`config.mk`:
```
export PLATFORM = sky130hd
export DESIGN_NAME = fpu_seq
export DESIGN_NICKNAME = d
export VERILOG_FILES = /design/src/rtl/fpu_seq.sv
export SDC_FILE = /design/constraint.sdc
export NUM_CORES = 2
export LEC_CHECK = 0
export CORE_AREA = 10 10 283 285
export CTS_CLUSTER_DIAMETER = 50
export CTS_CLUSTER_SIZE = 8
export DETAILED_ROUTE_END_ITERATION = 10
export DIE_AREA = 0 0 293 295
export PLACE_DENSITY = 0.7
export SKIP_CTS_REPAIR_TIMING = 1
export SYNTH_ARGS = -nofsm -noshare
export SYNTH_HDL_FRONTEND = slang
export SYNTH_SLANG_ARGS = --single-unit
```
`constraint.sdc`:
```
create_clock -name clk -period 15.4 [get_ports clk]
set_clock_uncertainty 0.2 [all_clocks]
set_input_delay 3.08 -clock clk [delete_from_list [all_inputs] [get_ports clk]]
set_output_delay 3.08 -clock clk [all_outputs]
set_load 0.02 [all_outputs]
```
`src/rtl/fpu_seq.sv`:
```
// Sequential IEEE-754 add/sub/mul unit; latency 6 (add/sub), 5 (mul), 2 (special).
// One op in flight; result held while out_ready=0. FPU_ROUND_NEAREST_EN selects RNE, else truncation.
module fpu_seq #(
  parameter int BITNESS = 32
) (
  input  logic               clk,
  input  logic               reset,
  input  logic               in_valid,
  output logic               in_ready,
  input  logic [BITNESS-1:0] first,
  input  logic [BITNESS-1:0] second,
  input  logic [1:0]         command,
  output logic               out_valid,
  input  logic               out_ready,
  output logic [BITNESS-1:0] result,
  output logic [3:0]         flags
);
  localparam int EXP_W = (BITNESS == 16) ? 5 : (BITNESS == 64) ? 11 : 8;
  localparam int MAN_W = (BITNESS == 16) ? 10 : (BITNESS == 64) ? 52 : 23;
  localparam int WM    = MAN_W + 5;
  localparam int EW    = EXP_W + 2;
  localparam logic signed [EW-1:0] E_BIAS = EW'((1 << (EXP_W - 1)) - 1);
  localparam logic signed [EW-1:0] E_MAX  = EW'((1 << EXP_W) - 1);
  localparam logic [BITNESS-1:0] QNAN = {1'b0, {EXP_W{1'b1}}, 1'b1, {(MAN_W-1){1'b0}}};

  localparam logic [3:0] S_IDLE = 4'd0, S_UNPACK = 4'd1, S_ALIGN = 4'd2, S_SUM = 4'd3,
                         S_MUL = 4'd4, S_NORM = 4'd5, S_ROUND = 4'd6, S_PACK = 4'd7,
                         S_DONE = 4'd8;

  logic [3:0]              r_state;
  logic [BITNESS-1:0]      r_a, r_b;
  logic [1:0]              r_cmd;
  logic                    r_sa, r_sb, r_s, r_sub;
  logic [EXP_W-1:0]        r_ea, r_eb;
  logic [MAN_W:0]          r_ma, r_mb;
  logic [MAN_W+3:0]        r_x, r_y;
  logic [WM-1:0]           r_m;
  logic signed [EW-1:0]    r_e;
  logic                    r_zero, r_uf, r_special, r_inexact;
  logic [BITNESS-1:0]      r_spec_res;
  logic [3:0]              r_spec_flg;
  logic [MAN_W-1:0]        r_mant;
  logic [BITNESS-1:0]      r_result;
  logic [3:0]              r_flags;

  // Unpack / special-case classification
  logic [EXP_W-1:0] w_ea, w_eb;
  logic [MAN_W-1:0] w_fa, w_fb;
  logic w_sa, w_sb, w_a_nan, w_b_nan, w_a_inf, w_b_inf, w_a_zero, w_b_zero;
  logic w_spec;
  logic [BITNESS-1:0] w_spec_res;
  logic [3:0] w_spec_flg;

  assign w_ea     = r_a[BITNESS-2 -: EXP_W];
  assign w_eb     = r_b[BITNESS-2 -: EXP_W];
  assign w_fa     = r_a[MAN_W-1:0];
  assign w_fb     = r_b[MAN_W-1:0];
  assign w_sa     = r_a[BITNESS-1];
  assign w_sb     = r_b[BITNESS-1] ^ (r_cmd == 2'b01);
  assign w_a_nan  = (&w_ea) && (|w_fa);
  assign w_b_nan  = (&w_eb) && (|w_fb);
  assign w_a_inf  = (&w_ea) && !(|w_fa);
  assign w_b_inf  = (&w_eb) && !(|w_fb);
  assign w_a_zero = (w_ea == '0);
  assign w_b_zero = (w_eb == '0);

  always_comb begin
    w_spec     = 1'b1;
    w_spec_res = QNAN;
    w_spec_flg = 4'b0000;
    if (r_cmd == 2'b11) begin
      w_spec_flg = 4'b1000;
    end else if (w_a_nan || w_b_nan) begin
      w_spec_flg = 4'b0000;
    end else if (r_cmd == 2'b10) begin
      if ((w_a_inf && w_b_zero) || (w_a_zero && w_b_inf))
        w_spec_flg = 4'b1000;
      else if (w_a_inf || w_b_inf)
        w_spec_res = {w_sa ^ w_sb, {EXP_W{1'b1}}, {MAN_W{1'b0}}};
      else if (w_a_zero || w_b_zero)
        w_spec_res = {w_sa ^ w_sb, {(BITNESS-1){1'b0}}};
      else
        w_spec = 1'b0;
    end else begin
      if (w_a_inf && w_b_inf && (w_sa != w_sb))
        w_spec_flg = 4'b1000;
      else if (w_a_inf)
        w_spec_res = {w_sa, {EXP_W{1'b1}}, {MAN_W{1'b0}}};
      else if (w_b_inf)
        w_spec_res = {w_sb, {EXP_W{1'b1}}, {MAN_W{1'b0}}};
      else
        w_spec = 1'b0;
    end
  end

  // Alignment: swap so the larger magnitude is first, shift the other with sticky collapse
  logic             w_a_big;
  logic [EXP_W-1:0] w_big_e, w_sml_e, w_diff, w_sh;
  logic [MAN_W:0]   w_big_m, w_sml_m;
  logic [MAN_W+3:0] w_sml_ext, w_shifted;
  logic             w_lost;

  assign w_a_big   = {r_ea, r_ma} >= {r_eb, r_mb};
  assign w_big_e   = w_a_big ? r_ea : r_eb;
  assign w_sml_e   = w_a_big ? r_eb : r_ea;
  assign w_big_m   = w_a_big ? r_ma : r_mb;
  assign w_sml_m   = w_a_big ? r_mb : r_ma;
  assign w_diff    = w_big_e - w_sml_e;
  assign w_sh      = (w_diff > EXP_W'(MAN_W + 4)) ? EXP_W'(MAN_W + 4) : w_diff;
  assign w_sml_ext = {w_sml_m, 3'b000};
  assign w_shifted = w_sml_ext >> w_sh;
  assign w_lost    = |(w_sml_ext & ~({(MAN_W+4){1'b1}} << w_sh));

  logic [2*MAN_W+1:0] w_prod;
  assign w_prod = r_ma * r_mb;

  function automatic logic [EW-1:0] f_lzc(input logic [WM-2:0] v);
    f_lzc = EW'(WM - 1);
    for (int i = 0; i < WM - 1; i++)
      if (v[i]) f_lzc = EW'(WM - 2 - i);
  endfunction

  logic [EW-1:0]        w_lzc;
  logic signed [EW-1:0] w_e_norm;
  logic [WM-1:0]        w_m_norm;

  assign w_lzc = f_lzc(r_m[WM-2:0]);
  always_comb begin
    if (r_m[WM-1]) begin
      w_m_norm = {1'b0, r_m[WM-1:2], r_m[1] | r_m[0]};
      w_e_norm = r_e + EW'(1);
    end else begin
      w_m_norm = r_m << w_lzc;
      w_e_norm = r_e - $signed(w_lzc);
    end
  end

  logic             w_up;
  logic [MAN_W+1:0] w_rnd;
`ifdef FPU_ROUND_NEAREST_EN
  assign w_up = r_m[2] && (r_m[1] || r_m[0] || r_m[3]);
`else
  assign w_up = 1'b0;
`endif
  assign w_rnd = {1'b0, r_m[MAN_W+3:3]} + (MAN_W+2)'(w_up);

  always_ff @(posedge clk or posedge reset) begin
    if (reset) begin
      r_state <= S_IDLE;
      r_a <= '0; r_b <= '0; r_cmd <= '0;
      r_sa <= 1'b0; r_sb <= 1'b0; r_s <= 1'b0; r_sub <= 1'b0;
      r_ea <= '0; r_eb <= '0; r_ma <= '0; r_mb <= '0;
      r_x <= '0; r_y <= '0; r_m <= '0; r_e <= '0;
      r_zero <= 1'b0; r_uf <= 1'b0; r_special <= 1'b0; r_inexact <= 1'b0;
      r_spec_res <= '0; r_spec_flg <= '0; r_mant <= '0;
      r_result <= '0; r_flags <= '0;
    end else begin
      case (r_state)
        S_IDLE: if (in_valid) begin
          r_a <= first; r_b <= second; r_cmd <= command;
          r_state <= S_UNPACK;
        end
        S_UNPACK: begin
          r_sa <= w_sa; r_sb <= w_sb;
          r_ea <= w_ea; r_eb <= w_eb;
          r_ma <= w_a_zero ? '0 : {1'b1, w_fa};
          r_mb <= w_b_zero ? '0 : {1'b1, w_fb};
          r_special <= w_spec; r_spec_res <= w_spec_res; r_spec_flg <= w_spec_flg;
          r_zero <= 1'b0; r_uf <= 1'b0;
          r_state <= w_spec ? S_PACK : (r_cmd == 2'b10) ? S_MUL : S_ALIGN;
        end
        S_ALIGN: begin
          r_x <= {w_big_m, 3'b000};
          r_y <= {w_shifted[MAN_W+3:1], w_shifted[0] | w_lost};
          r_e <= $signed({2'b00, w_big_e});
          r_s <= w_a_big ? r_sa : r_sb;
          r_sub <= r_sa ^ r_sb;
          r_state <= S_SUM;
        end
        S_SUM: begin
          r_m <= r_sub ? ({1'b0, r_x} - {1'b0, r_y}) : ({1'b0, r_x} + {1'b0, r_y});
          r_state <= S_NORM;
        end
        S_MUL: begin
          r_m <= {w_prod[2*MAN_W+1:MAN_W-2], |w_prod[MAN_W-3:0]};
          r_e <= $signed({2'b00, r_ea}) + $signed({2'b00, r_eb}) - E_BIAS;
          r_s <= r_sa ^ r_sb;
          r_state <= S_NORM;
        end
        S_NORM: begin
          if (r_m == '0) begin
            r_zero <= 1'b1; r_s <= 1'b0;
          end else if (w_e_norm <= 0) begin
            r_zero <= 1'b1; r_uf <= 1'b1; r_m <= '0;
          end else begin
            r_m <= w_m_norm; r_e <= w_e_norm;
          end
          r_state <= S_ROUND;
        end
        S_ROUND: begin
          r_inexact <= |r_m[2:0];
          if (w_rnd[MAN_W+1]) begin
            r_mant <= '0; r_e <= r_e + EW'(1);
          end else begin
            r_mant <= w_rnd[MAN_W-1:0];
          end
          r_state <= S_PACK;
        end
        S_PACK: begin
          if (r_special) begin
            r_result <= r_spec_res; r_flags <= r_spec_flg;
          end else if (r_zero) begin
            r_result <= {r_s, {(BITNESS-1){1'b0}}}; r_flags <= {2'b00, r_uf, 1'b0};
          end else if (r_e >= E_MAX) begin
            r_result <= {r_s, {EXP_W{1'b1}}, {MAN_W{1'b0}}}; r_flags <= 4'b0101;
          end else begin
            r_result <= {r_s, r_e[EXP_W-1:0], r_mant}; r_flags <= {3'b000, r_inexact};
          end
          r_state <= S_DONE;
        end
        S_DONE: if (out_ready) r_state <= S_IDLE;
        default: r_state <= S_IDLE;
      endcase
    end
  end

  assign in_ready  = (r_state == S_IDLE) && !reset;
  assign out_valid = (r_state == S_DONE);
  assign result    = r_result;
  assign flags     = r_flags;
endmodule
```
==> metrics.csv <==
stage,metric,value,unit
floorplanning,Ports,108,
finish,multi-input logic area,28200,um2
finish,Reg area,7360,um2
grt,first-pass GRT wire length,195000,um
worst_setup_path,critical path endpoint,r_m[25],
clock_network,CTS max path bufs,3,
worst_setup_path,FF-to-FF End,r_m[25],
synth,Synth Area per Inst,8.64,um2
finish,layout cell share with drive strength beyond 1,6.53,%
place,DPL Wire Length,92600,um
grt,GRT Util Overall,28.8,%
worst_setup_path,crit path launch,r_ma[11],
sta,final hold slack,274,ps
worst_setup_path,critical path capture point type,register,
worst_setup_path,crit-path max cell delay,1060,ps
drt,vias per cell,6.04,
synth,"EDFF count, synth",0,
grt,total gr overflow,0,
synth,"Distinct cells, synth",101,
floorplanning,die span in y,295,um
clock_network,"CTS clk-pin slew, worst paths",50,ps
clock_network,CTS Sinks,294,
clock_network,TritonCTS clock tree,done,
sta,RSZ-0062 raised after global routing,false,
sta,Worst-Margin Slew,1150,ps
sta,Final setup viols,0,
worst_setup_path,crit start category,register,
sta,Final Max Slew Viols,0,
finish,nets@finish,5323,
sta,Fin. Hold Viols,0,
drt,WL met3,12400,um
clock_network,TritonCTS Buffers,55,
synth,Gate Count Post-Synth,4518,
sta,relative max-transition margin,22.7,%
synth,Syn Nets,5379,
place,PortBufs,107,
synth,ys async rst share,100,%
finish,"commonest non-fill, non-tap cell in the layout",nand2_1,
drt,1st-iter DRT viols,3405,
finish,most frequent cells in the layout,"685 x nand2_1, 636 x inv_1, 485 x fa_1, 306 x ha_1, 294 x dfrtp_1",
clock_network,CTS root buf,clkbuf_16,
drt,drt first pass iters,5,
synth,Synth Warn #,0,
clock_network,"Clk Latency, worst-skew pair",650,ps
grt,vias in the first global route,33200,
synth,sequential share of the synthesized area,18.9,%
hold_path,Hold Path Stages,2,
drt,post-detailed-route count of antenna-violating nets,0,
place,placed insts,5374,
worst_setup_path,Register-to-Register Setup Slack,6300,ps
worst_setup_path,worst reg-to-reg path cell count,28,
sta,Period minus WS final,9100,ps
floorplanning,Die W,293,um
grt,initial antenna violation count,1,
finish,FILL cells,6546,
grt,largest net degree at the start of global routing,142,
drt,highest routed metal layer,met5,
finish,Synth-to-Final Area Change,8.90,%
drt,# DRC,0,
drt,wire per inst,22.8,um
floorplanning,Die ar.,86400,um2
worst_setup_path,CP required,15700,ps
place,post-placement cell area,40800,um2
drt,met2 WL,54600,um
floorplanning,core area,74200,um2
synth,"Top FF cell, synth",dfrtp_1,
finish,post-route cell area,42500,um2
synth,Seq cells post-synth,294,
flow_run,Max Cap Viol,0,
clock_network,H-tree depth,2,
place,routability cong.,0.972,
worst_setup_path,"Data arrival, critical path",9400,ps
sta,TNS Setup,0,ps
drt,final WL,124000,um
sta,Max Clock Freq,110,MHz
worst_setup_path,Setup Crit Path Kind,register to register,
hold_path,hold crit path type,register to register,
outcome,outcome,finished clean,
worst_setup_path,crit path max fanout,22,
synth,Mapped Area,39000,um2
worst_setup_path,RR Startpoint,r_ma[11],
floorplanning,Starting Density,52.6,%
sta,Final Cycle Share,59.1,%
floorplanning,row count,100,
drt,wl on met1,52500,um
finish,final cell count without fillers,5459,
worst_setup_path,Crit-path slowest cell,dfrtp_1,
worst_setup_path,most used cell along the critical path,fa_1,
drt,via count,33000,
cell type report:
class	instances	area share (%)
Multi-Input combinational cell	3296	66.3
Clock inverter	23	0.727
Clock buffer	61	3.34
Sequential cell	294	17.3
Tap cell	969	2.85
Timing Repair Buffer	175	3.75
Inverter	640	5.67
Antenna cell	1	0.00589
registers in the layout (all words and copies together) (netlist names), 10 cells and up:
signal / cells
r_a: 32
r_b: 32
result: 32
r_m: 28
r_y: 27
r_ma: 24
r_mb: 24
r_x: 24
r_mant: 23
r_e: 10
worst max-delay path, delay by kind of cell (launching register included):
family | cells | cell delay [ps]
XOR/XNOR | 1 | 100
AND/OR/NAND/NOR | 4 | 860
adder cells (fa/ha/maj) | 8 | 3250
AO/OA/AOI/OAI | 10 | 2700
flip-flops | 1 | 1060
buffers and inverters | 5 | 800
per-stage QoR:
step           setup WS [ps]  util, %
2_1_floorplan           2040        -
3_3_place_gp            6500     54.9
3_5_place_dp            6400     54.9
4_1_cts                 6420     57.3
5_1_grt                 5870     57.3
6_report                6300     57.3
layer usage:
metal  vias to the layer above  track usage [%]
met1                     16400             39.7
li1                      14700                -
met3                       289             6.32
met4                         2             10.4
met2                      1603             44.3
met5                         -                0
cell families (layout without fill, tap and decap cells):
family | count (synthesis) | after routing | share of synthesized area (%)
and+or+nand+nor | 1369 | 1369 | 15.7
buffers and inverters | 928 | 899 | 9.09
AOI/OAI and AO/OA | 856 | 856 | 14.4
adders and majority gates | 792 | 792 | 34.7
DFF | 294 | 294 | 18.9
muxes | 194 | 194 | 5.32
xor gates and xnor gates | 85 | 85 | 1.91
other | 0 | 1 | 0
worst min-delay path by stage:
stage / startpoint / end
floorplan: r_spec_flg[3] / r_spec_flg[3]
global placement: flags[1] / flags[1]
detailed placement: flags[1] / flags[1]
CTS: flags[3] / flags[3]
global route: r_spec_res[31] / r_spec_res[31]
finish: flags[0] / flags[0]
synth_stat cells (all sizes together), types with 15 or more instances:
| master | n | area share (%) |
|---|---|---|
| o211ai | 27 | 0.57 |
| mux2i | 91 | 2.3 |
| xor2 | 31 | 0.70 |
| nor2 | 289 | 2.8 |
| dfrtp | 294 | 19 |
| a2111oi | 16 | 0.38 |
| ha | 306 | 9.8 |
| o31ai | 20 | 0.38 |
| buf | 43 | 0.57 |
| o21bai | 22 | 0.42 |
| clkbuf | 245 | 2.4 |
| o21a | 16 | 0.31 |
| nand3 | 32 | 0.41 |
| xnor2 | 54 | 1.2 |
| mux2 | 103 | 3.0 |
| a211oi | 44 | 0.92 |
| inv | 638 | 6.1 |
| a21oi | 211 | 2.7 |
| o21ai | 172 | 2.2 |
| a211o | 15 | 0.34 |
| nor3 | 51 | 0.65 |
| a22o | 23 | 0.52 |
| and2 | 162 | 2.6 |
| nand2 | 685 | 6.6 |
| nand2b | 20 | 0.32 |
| nand4 | 20 | 0.32 |
| fa | 485 | 25 |
| a31oi | 48 | 0.79 |
| a22oi | 16 | 0.32 |
| nor2b | 20 | 0.32 |
| nor4 | 27 | 0.47 |
| a21o | 49 | 0.95 |
| o22ai | 81 | 1.3 |
| or3 | 15 | 0.25 |
Power is left out: the tool's default activity adds up to more than one toggle a clock period on the data nets, which glitch-free logic cannot reach.
